===== config.mk =====
export PLATFORM = sky130hd
export DESIGN_NAME = if_stage_flat
export DESIGN_NICKNAME = d
export VERILOG_FILES = /design/src/rtl/if_stage_if.sv /design/src/rtl/if_stage.sv /design/src/flat_wrapper.sv
export SDC_FILE = /design/constraint.sdc
export NUM_CORES = 1
export LEC_CHECK = 0
export ABC_AREA = 1
export ABC_CLOCK_PERIOD_IN_PS = 9100
export CAP_MARGIN = 10
export CORE_UTILIZATION = 40
export CTS_CLUSTER_SIZE = 16
export DETAILED_ROUTE_END_ITERATION = 10
export PLACE_DENSITY = 0.62
export SKIP_CTS_REPAIR_TIMING = 1
export SYNTH_ARGS = -nofsm -noshare
export SYNTH_HDL_FRONTEND = slang
export SYNTH_SLANG_ARGS = --single-unit

===== constraint.sdc =====
create_clock -name clk -period 9.1 [get_ports clk]
set_input_delay 2.73 -clock clk [delete_from_list [all_inputs] [get_ports clk]]
set_output_delay 2.73 -clock clk [all_outputs]
set_load 0.05 [all_outputs]

===== src/rtl/if_stage_if.sv =====
// ---------------------------------------------------------------------------
// pipeline_types / if_stage_if
//
// Purpose: shared IF->ID payload type and the bus interface that bundles every
// handshake signal of the instruction-fetch stage.
//
// Interface signals (direction as seen by the fetch stage, modport master):
//   imem_req_valid_o  out  1   fetch request valid
//   imem_req_ready_i  in   1   memory accepts request
//   imem_req_addr_o   out  32  word-aligned fetch address
//   imem_rsp_valid_i  in   1   instruction data returned (in order, no stall)
//   imem_rsp_data_i   in   32  instruction word
//   if_id_o           out  96  {pc, pc4, instruction}
//   if_id_valid_o     out  1   if_id_o holds a valid instruction
//   id_ready_i        in   1   decode accepts if_id_o
//   redirect_i        in   1   restart fetch (branch, jump, trap)
//   redirect_pc_i     in   32  restart address, low two bits ignored
// The slave modport is the mirror image, used by the memory/decode side.
// ---------------------------------------------------------------------------
package pipeline_types;
  typedef struct packed {
    logic [31:0] pc;
    logic [31:0] pc4;
    logic [31:0] instruction;
  } if_id_t;
endpackage

interface if_stage_if;
  import pipeline_types::*;

  logic        imem_req_valid_o;
  logic        imem_req_ready_i;
  logic [31:0] imem_req_addr_o;
  logic        imem_rsp_valid_i;
  logic [31:0] imem_rsp_data_i;
  if_id_t      if_id_o;
  logic        if_id_valid_o;
  logic        id_ready_i;
  logic        redirect_i;
  logic [31:0] redirect_pc_i;

  modport master (
    output imem_req_valid_o, imem_req_addr_o, if_id_o, if_id_valid_o,
    input  imem_req_ready_i, imem_rsp_valid_i, imem_rsp_data_i,
    input  id_ready_i, redirect_i, redirect_pc_i
  );

  modport slave (
    input  imem_req_valid_o, imem_req_addr_o, if_id_o, if_id_valid_o,
    output imem_req_ready_i, imem_rsp_valid_i, imem_rsp_data_i,
    output id_ready_i, redirect_i, redirect_pc_i
  );
endinterface


===== src/rtl/if_stage.sv =====
// ---------------------------------------------------------------------------
// if_stage -- instruction fetch stage
//
// Issues word-aligned fetch requests from a PC register, remembers the PC of
// every outstanding request in a tag FIFO, pairs returning instruction words
// with their PCs and queues the result for decode. A redirect flushes all
// queued and in-flight work; responses to flushed requests still arrive and
// are swallowed by a drop counter.
//
// Ports:
//   clk   in   single clock, rising edge
//   nrst  in   synchronous active-low reset
//   bus   if_stage_if.master  memory request/response, IF->ID and redirect
// Parameters:
//   RESET_PC      first fetch address after reset (word aligned)
//   MAX_INFLIGHT  limit on outstanding requests + queued instructions
// ---------------------------------------------------------------------------
module if_stage #(
  parameter logic [31:0] RESET_PC     = 32'h0000_0000,
  parameter int          MAX_INFLIGHT = 2
) (
  input logic        clk,
  input logic        nrst,
  if_stage_if.master bus
);
  import pipeline_types::*;

  localparam int            CW    = $clog2(3 * MAX_INFLIGHT + 1);
  localparam int            IW    = (MAX_INFLIGHT > 1) ? $clog2(MAX_INFLIGHT) : 1;
  localparam logic [CW-1:0] LIMIT = CW'(MAX_INFLIGHT);
  localparam logic [IW-1:0] LAST  = IW'(MAX_INFLIGHT - 1);

  logic          r_active;
  logic [31:0]   r_pc;
  logic [31:0]   r_tagMem [MAX_INFLIGHT];
  logic [IW-1:0] r_tagRd;
  logic [IW-1:0] r_tagWr;
  logic [CW-1:0] r_tagCnt;
  if_id_t        r_qMem [MAX_INFLIGHT];
  logic [IW-1:0] r_qRd;
  logic [IW-1:0] r_qWr;
  logic [CW-1:0] r_qCnt;
  logic [CW-1:0] r_drop;

  logic          w_ifIdValid;
  logic          w_outPop;
  logic [CW-1:0] w_occ;
  logic          w_reqValid;
  logic          w_reqFire;
  logic          w_rspDrop;
  logic          w_rspKeep;
  logic          w_rspStray;
  logic [31:0]   w_tagHead;
  if_id_t        w_newEntry;
  logic [1:0]    w_unusedPcBits;

  function automatic logic [IW-1:0] nextPtr(input logic [IW-1:0] p);
    return (p == LAST) ? '0 : p + 1'b1;
  endfunction

  assign w_ifIdValid = (r_qCnt != '0) && !bus.redirect_i;
  assign w_outPop    = w_ifIdValid && bus.id_ready_i;

  // An entry leaving the queue this cycle frees its slot for a new request;
  // without this the stage could not stream one instruction per cycle.
  assign w_occ      = r_tagCnt + r_qCnt + r_drop - CW'(w_outPop);
  assign w_reqValid = r_active && !bus.redirect_i && (w_occ < LIMIT);
  assign w_reqFire  = w_reqValid && bus.imem_req_ready_i;

  // Responses go first to pending drops, then to the tag FIFO; one with
  // nothing outstanding at all is stray and ignored.
  assign w_rspDrop  = bus.imem_rsp_valid_i && (r_drop != '0);
  assign w_rspStray = bus.imem_rsp_valid_i && (r_drop == '0) && (r_tagCnt == '0);
  assign w_rspKeep  = bus.imem_rsp_valid_i && (r_drop == '0) && (r_tagCnt != '0)
                      && !bus.redirect_i;

  assign w_tagHead  = r_tagMem[r_tagRd];
  assign w_newEntry = {w_tagHead, w_tagHead + 32'd4, bus.imem_rsp_data_i};

  assign w_unusedPcBits = bus.redirect_pc_i[1:0];

  assign bus.imem_req_valid_o = w_reqValid;
  assign bus.imem_req_addr_o  = r_pc;
  assign bus.if_id_o          = r_qMem[r_qRd];
  assign bus.if_id_valid_o    = w_ifIdValid;

  // r_active holds off the first request until the cycle after reset release.
  // A redirect flushes everything and converts whatever is still outstanding
  // into drops, minus a response that lands in the same cycle.
  always_ff @(posedge clk) begin
    if (!nrst) begin
      r_active <= 1'b0;
      r_pc     <= RESET_PC;
      r_tagRd  <= '0;
      r_tagWr  <= '0;
      r_tagCnt <= '0;
      r_qRd    <= '0;
      r_qWr    <= '0;
      r_qCnt   <= '0;
      r_drop   <= '0;
    end else begin
      r_active <= 1'b1;
      if (bus.redirect_i) begin
        r_pc     <= {bus.redirect_pc_i[31:2], 2'b00};
        r_tagRd  <= '0;
        r_tagWr  <= '0;
        r_tagCnt <= '0;
        r_qRd    <= '0;
        r_qWr    <= '0;
        r_qCnt   <= '0;
        r_drop   <= r_tagCnt + r_drop - CW'(bus.imem_rsp_valid_i && !w_rspStray);
      end else begin
        if (w_reqFire) begin
          r_pc    <= r_pc + 32'd4;
          r_tagWr <= nextPtr(r_tagWr);
        end
        if (w_rspKeep) begin
          r_tagRd <= nextPtr(r_tagRd);
          r_qWr   <= nextPtr(r_qWr);
        end
        if (w_outPop) begin
          r_qRd <= nextPtr(r_qRd);
        end
        if (w_rspDrop) begin
          r_drop <= r_drop - 1'b1;
        end
        r_tagCnt <= r_tagCnt + CW'(w_reqFire) - CW'(w_rspKeep);
        r_qCnt   <= r_qCnt + CW'(w_rspKeep) - CW'(w_outPop);
      end
    end
  end

  // Storage arrays need no reset: pointers and counts define what is valid.
  always_ff @(posedge clk) begin
    if (w_reqFire) begin
      r_tagMem[r_tagWr] <= r_pc;
    end
    if (w_rspKeep) begin
      r_qMem[r_qWr] <= w_newEntry;
    end
  end

  // A response with no outstanding request indicates a broken memory model.
  always_ff @(posedge clk) begin
    if (nrst) begin
      assert (!w_rspStray);
    end
  end
endmodule


===== src/flat_wrapper.sv =====
// flat-port wrapper written by rule: the top's interface ports become plain ports
module if_stage_flat import pipeline_types::*;
#(
  parameter logic [31:0] RESET_PC     = 32'h0000_0000,
  parameter int          MAX_INFLIGHT = 2
)
  (clk, nrst, bus_imem_req_valid_o, bus_imem_req_addr_o, bus_if_id_o, bus_if_id_valid_o, bus_imem_req_ready_i, bus_imem_rsp_valid_i, bus_imem_rsp_data_i, bus_id_ready_i, bus_redirect_i, bus_redirect_pc_i);
  if_stage_if bus_i ();
  input logic clk;
  input logic nrst;
  output wire logic [$bits(bus_i.imem_req_valid_o)-1:0] bus_imem_req_valid_o;
  output wire logic [$bits(bus_i.imem_req_addr_o)-1:0] bus_imem_req_addr_o;
  output wire logic [$bits(bus_i.if_id_o)-1:0] bus_if_id_o;
  output wire logic [$bits(bus_i.if_id_valid_o)-1:0] bus_if_id_valid_o;
  input wire logic [$bits(bus_i.imem_req_ready_i)-1:0] bus_imem_req_ready_i;
  input wire logic [$bits(bus_i.imem_rsp_valid_i)-1:0] bus_imem_rsp_valid_i;
  input wire logic [$bits(bus_i.imem_rsp_data_i)-1:0] bus_imem_rsp_data_i;
  input wire logic [$bits(bus_i.id_ready_i)-1:0] bus_id_ready_i;
  input wire logic [$bits(bus_i.redirect_i)-1:0] bus_redirect_i;
  input wire logic [$bits(bus_i.redirect_pc_i)-1:0] bus_redirect_pc_i;
  assign bus_imem_req_valid_o = bus_i.imem_req_valid_o;
  assign bus_imem_req_addr_o = bus_i.imem_req_addr_o;
  assign bus_if_id_o = bus_i.if_id_o;
  assign bus_if_id_valid_o = bus_i.if_id_valid_o;
  assign bus_i.imem_req_ready_i = bus_imem_req_ready_i;
  assign bus_i.imem_rsp_valid_i = bus_imem_rsp_valid_i;
  assign bus_i.imem_rsp_data_i = bus_imem_rsp_data_i;
  assign bus_i.id_ready_i = bus_id_ready_i;
  assign bus_i.redirect_i = bus_redirect_i;
  assign bus_i.redirect_pc_i = bus_redirect_pc_i;
  if_stage #(.RESET_PC(RESET_PC), .MAX_INFLIGHT(MAX_INFLIGHT)) u_core (.clk(clk), .nrst(nrst), .bus(bus_i));
endmodule

Word level (Yosys, flattened, before mapping)
Memory sizes are Yosys's and may differ from the RTL's. A register that Yosys moved wholly into a read port is not among the register bits. Cells that the tools add are included.

Add/sub/neg operators: 16. Magnitude comparators: 1. Muxes and demuxes: 17. Bitwise logic cells: 1. Reduce and logical (&&, ||, !) cells: 21.

Operator list (number): adder 32 x 3 -> 32 bit (second input constant) (2); 2-to-1 mux 32 bit (2); 2-to-1 mux 1 bit (13); subtractor 3 x 1 -> 3 bit (4); logical AND 1 bit (11); adder 3 bit (3); nonzero test 3 bit (3); adder 3 x 1 -> 3 bit (2); logical NOT 3 bit (2); 2-to-1 mux 3 bit (2); adder 1 bit (second input constant) (4); nonzero test 2 bit (2); less-than comparator 3 x 2 -> 1 bit (second input constant) (1); subtractor 3 x 1 -> 3 bit (second input constant) (1); logical NOT 1 bit (2); OR reduction 2 bit (1); inverter 1 bit (1).

Register bits: 46. Bits in writable memories: 256. Output and inout port bits: 130. Word-level logic and storage cells: 68. Memories: 2.

Memory list: u_core.r_qMem (words 2, bits a word 96, read ports 1, clocked after memory_dff 1, wr ports 1, line if_stage.sv:39) `if_id_t r_qMem [MAX_INFLIGHT];`; u_core.r_tagMem (words 2, bits a word 32, read ports 1, clocked after memory_dff 1, wr ports 1, line if_stage.sv:35) `logic [31:0] r_tagMem [MAX_INFLIGHT];`.

Longest topological paths before layout
Word-level depth: 9. Depth in mapped cells: 25.

Worst setup path before layout
No wires, ideal clock.

Kind: in2out. Start: input port bus_redirect_i. End: output port bus_imem_req_valid_o. Arrival time: 6373 ps. Slack: -3 ps. Stages on the path: 16. Cell sequence: clkbuf_1 a31oi_1 nand2_1 inv_1 ha_1 inv_1 ha_1 a21o_1 ha_1 inv_1 nand2_1 nand2_1 nand2_1 nand2_1 nand2_1 a21boi_0.

Cells in the longest elaborated chain, start to end: 6.

Ends and longest elaborated chain: from (decl) (line flat_wrapper.sv:19) `input wire logic [$bits(bus_i.redirect_i)-1:0] bus_redirect_i;`; logical NOT 1 bit (line if_stage.sv:61) `assign w_ifIdValid = (r_qCnt != '0) && !bus.redirect_i;`; logical AND 1 bit (line if_stage.sv:61); via bus_if_id_valid_o (line flat_wrapper.sv:14) `output wire logic [$bits(bus_i.if_id_valid_o)-1:0] bus_if_id_valid_o;`; logical AND 1 bit (line if_stage.sv:62) `assign w_outPop = w_ifIdValid && bus.id_ready_i;`; via u_core.w_outPop (line if_stage.sv:46) `logic w_outPop;`; subtractor 3 x 1 -> 3 bit (line if_stage.sv:66) `assign w_occ = r_tagCnt + r_qCnt + r_drop - CW'(w_outPop);`; less-than comparator 3 x 2 -> 1 bit (line if_stage.sv:67) `assign w_reqValid = r_active && !bus.redirect_i && (w_occ < LIMIT);`; logical AND 1 bit (line if_stage.sv:67); to (decl) (line flat_wrapper.sv:11) `output wire logic [$bits(bus_i.imem_req_valid_o)-1:0] bus_imem_req_valid_o;`.

The timed path passes the listed nets, and every way through them passes these cells.

Final worst setup path
Start: input port bus_redirect_i. End: output port bus_imem_req_valid_o.

Cells in the longest elaborated chain, start to end: 6.

Ends and longest elaborated chain (line): logical NOT 1 bit (if_stage.sv:61); logical AND 1 bit (if_stage.sv:61); logical AND 1 bit (if_stage.sv:62); via u_core.w_outPop (if_stage.sv:46); subtractor 3 x 1 -> 3 bit (if_stage.sv:66); less-than comparator 3 x 2 -> 1 bit (if_stage.sv:67); logical AND 1 bit (if_stage.sv:67).

The timed path passes the listed nets, and every way through them passes these cells.

==> flow_metrics.py <==
metrics = {
    "run_status": {
        "outcome": "complete, no violations",
    },
    "logic_synthesis": {
        "synth_top_flop_cell": "edfxtp_1",
        "yosysUniqueCellTypes": 43,
        "synth_common_cells": "295 x nand2_1, 244 x edfxtp_1, 115 x inv_1",
        "synth-compound-area-share": 0.0419,
        "yosysSeqAreaShare": 0.627,
        "synth_area_sq_um": 13100,
        "netlist.area_leader.share": 0.557,
        "yosysTopAreaCell": "edfxtp_1",
        "synth_top_family_by_area": "simple AND/OR/NAND/NOR gates",
        "postSynth.asyncResetShare": 0,
        "synth_fa_ha_area_frac": 0.0194,
        "syn_area_per_cell_sq_um": 11.1,
        "netlist_top_cells_area": "edfxtp_1 56%, nand2_1 8.4%, mux2_2 7.9%",
        "synth_xor_area_frac": 0.0260,
        "synthSimpleGateAreaFrac": 0.153,
        "synth_cells": 1185,
        "yosysMostFrequentCell": "nand2_1",
        "muxShareOfSynthArea": 0.0788,
        "synth_edf_count": 244,
        "ys_ff_latch": 290,
        "yosys_warnings": 0,
    },
    "worst_setup_path": {
        "cp-start-kind": "primary input",
        "cp-end-kind": "primary output",
        "reg2reg_depth": 20,
        "worstPathRequired_ns": 6.37,
        "critical_path_class": "in -> out",
        "crit_fanout": 3,
        "worstPathArrival_ns": 5.32,
    },
    "timing": {
        "skew_ns": 0.0135,
        "setup_viol": 0,
        "fmax_mhz": 124,
        "relSlewSlack": 0.306,
        "min_period_over_period": 0.884,
        "drv_slew": 0,
        "fin_tns_setup_ns": 0,
        "tightest_slew_ns": 1.04,
        "finalCriticalPeriod_ns": 8.05,
        "rsz0062_at_grt": "false",
        "hold_viol_final": 0,
    },
    "die": {
        "die_w_um": 183,
        "rows": 66,
        "core_sq_um": 32500,
        "design.die.area_sq_um": 33600,
        "initial_core_util": 0.405,
        "die_h_um": 183,
        "io_pins": 200,
    },
    "flow_run": {
        "drv_cap": 0,
    },
    "cts": {
        "clock_latency_ns": 0.56,
        "cts.sinks": 290,
        "cts_tree": "yes",
        "cts_inserted_buffers": 31,
        "htreeDepth": 1,
        "clk_pin_slew_ns": 0.06,
        "cts-root-buf": "clkbuf_16",
        "clockBufferDepth": 3,
    },
    "placement": {
        "gp_congestion": 0.914,
        "io_buffers": 191,
        "hpwl_mm": 19.5,
        "placedInstanceArea_sq_um": 15500,
    },
    "drt": {
        "num_vias": 8867,
        "wl_per_cell_um": 15.4,
        "wl_mm": 28.5,
        "first_iter_violations": 536,
        "vias_per_cell": 4.80,
        "drt-pass1-iter-count": 5,
        "drcViolationCount": 0,
        "ant_nets": 0,
    },
    "hold_path": {
        "min_path_type": "reg -> reg",
        "hold_depth": 2,
    },
    "cells_and_area": {
        "nNetsFinal": 1470,
        "post_route_cells_drive_above_1_share": 0.132,
        "final_area_sq_um": 16500,
        "area_growth_pct": 25.1,
        "diodes": 0,
    },
    "global_route": {
        "gr-total-overflow": 0,
        "grt_pass1_wl_mm": 44.4,
        "grt_start_max_net_pins": 67,
        "grt_util_all_layers": 0.167,
        "antenna_found_initial": 0,
        "grt_pass1_vias": 8450,
    },
    "pwr": {
        "p_per_area_nw_per_um2": 174,
        "ir_drop_mv": 0.139,
        "p_leak_nw": 5.88,
    },
}
## metrics by stage
| stage | hold WS (ns) | worst slack (ns) | power (mW) | cells | util |
|---|---|---|---|---|---|
| 6_report | 0.472 | 1.05 | 2.87 | 1846 | 0.507 |
| 5_1_grt | 0.508 | 0.825 | 2.97 | 1846 | 0.507 |
| 4_1_cts | 0.472 | 1.03 | 2.90 | 1846 | 0.507 |
| 3_5_place_dp | 0.464 | 1.04 | 1.72 | 1791 | 0.478 |
| 3_3_place_gp | 0.455 | 1.07 | 1.72 | 1791 | 0.478 |
| 2_1_floorplan | 0.447 | 0.384 | 1.64 | 1190 | - |
## cell usage in the layout (no fill, tap or decap), types with 3 or more instances in the layout
cell	instances
conb_1	6
nor2_2	6
clkinv_1	8
nand3_1	66
xnor2_1	7
nor3_1	6
fa_1	4
o21ai_0	22
xor2_1	32
nand2_1	295
clkinv_2	4
mux2_2	92
nor3_2	5
nand2_2	3
ha_1	14
inv_1	115
nand4_1	7
buf_4	11
clkdlybuf4s50_1	190
a21oi_1	37
dfxtp_1	44
or2_2	5
edfxtp_1	244
o21ai_2	7
inv_2	6
clkbuf_1	9
o21ai_1	12
clkbuf_16	31
nor2_1	88
## routing by layer
layer  global-route usage  vias up  share of wire
li1                     -     4378              -
met1                0.234     4168           0.47
met2                0.267      277           0.45
met3               0.0296       44          0.063
met4               0.0427        0          0.021
met5                    0        -              0
## cell type report
class,count,area (sq um)
fillers,2955,16000
flip-flops and latches,290,8250
multi-input cells,734,4240
repair buffers,202,2000
clock buffers,41,823
well taps,442,553
inverters,123,462
clock inverters,14,119
## logic make-up after synthesis
logic type / after synthesis
AO/OA/AOI/OAI: 92
XOR/XNOR: 39
adder cells (fa/ha/maj): 18
buffers and inverters: 166
flip-flops: 290
multiplexers: 92
other: 1
AND/OR/NAND/NOR: 487
## state kept, by name, summed over array words and instances (netlist names), named ones only
| name | count |
|---|---|
| u_core.r_tagRd | 1 |
| u_core.r_qMem | 184 |
| u_core.bus.imem_req_addr_o | 30 |
| u_core.r_qWr | 1 |
| u_core.r_qRd | 1 |
| u_core.r_tagMem | 60 |
| u_core.r_tagWr | 1 |
| u_core.r_drop | 3 |
| u_core.r_active | 1 |
| u_core.r_qCnt | 3 |
| u_core.r_tagCnt | 3 |
## critical path: stages
cell and delay [ns]:
clkdlybuf4s50_1 0.46, a31oi_1 0.25, nand2_1 0.13, inv_1 0.08, ha_1 0.22, inv_1 0.08, ha_1 0.22, a21o_1 0.18
ha_1 0.20, inv_1 0.08, nand2_1 0.06, nand2_1 0.07, nand2_1 0.04, nand2_1 0.06, nand2_1 0.06, a21boi_1 0.22
buf_12 0.17
## where the power goes
part | switching, mW | total [mW] | internal (mW)
Clock | 0.486 | 1.17 | 0.686
Combinational | 0.133 | 0.218 | 0.0850
Sequential | 0.0228 | 1.48 | 1.45
## path summary, 6_finish.rpt
kind / end / slack, ns / start
max: bus_imem_req_valid_o / 1.05 / bus_redirect_i
min: register / 0.47 / u_core.r_tagRd
max reg2reg: u_core.bus.imem_req_addr_o[27] / 5.14 / u_core.r_qCnt[1]
min reg2reg: register / 0.47 / u_core.r_tagRd
Power figures use the tool's default switching activity.
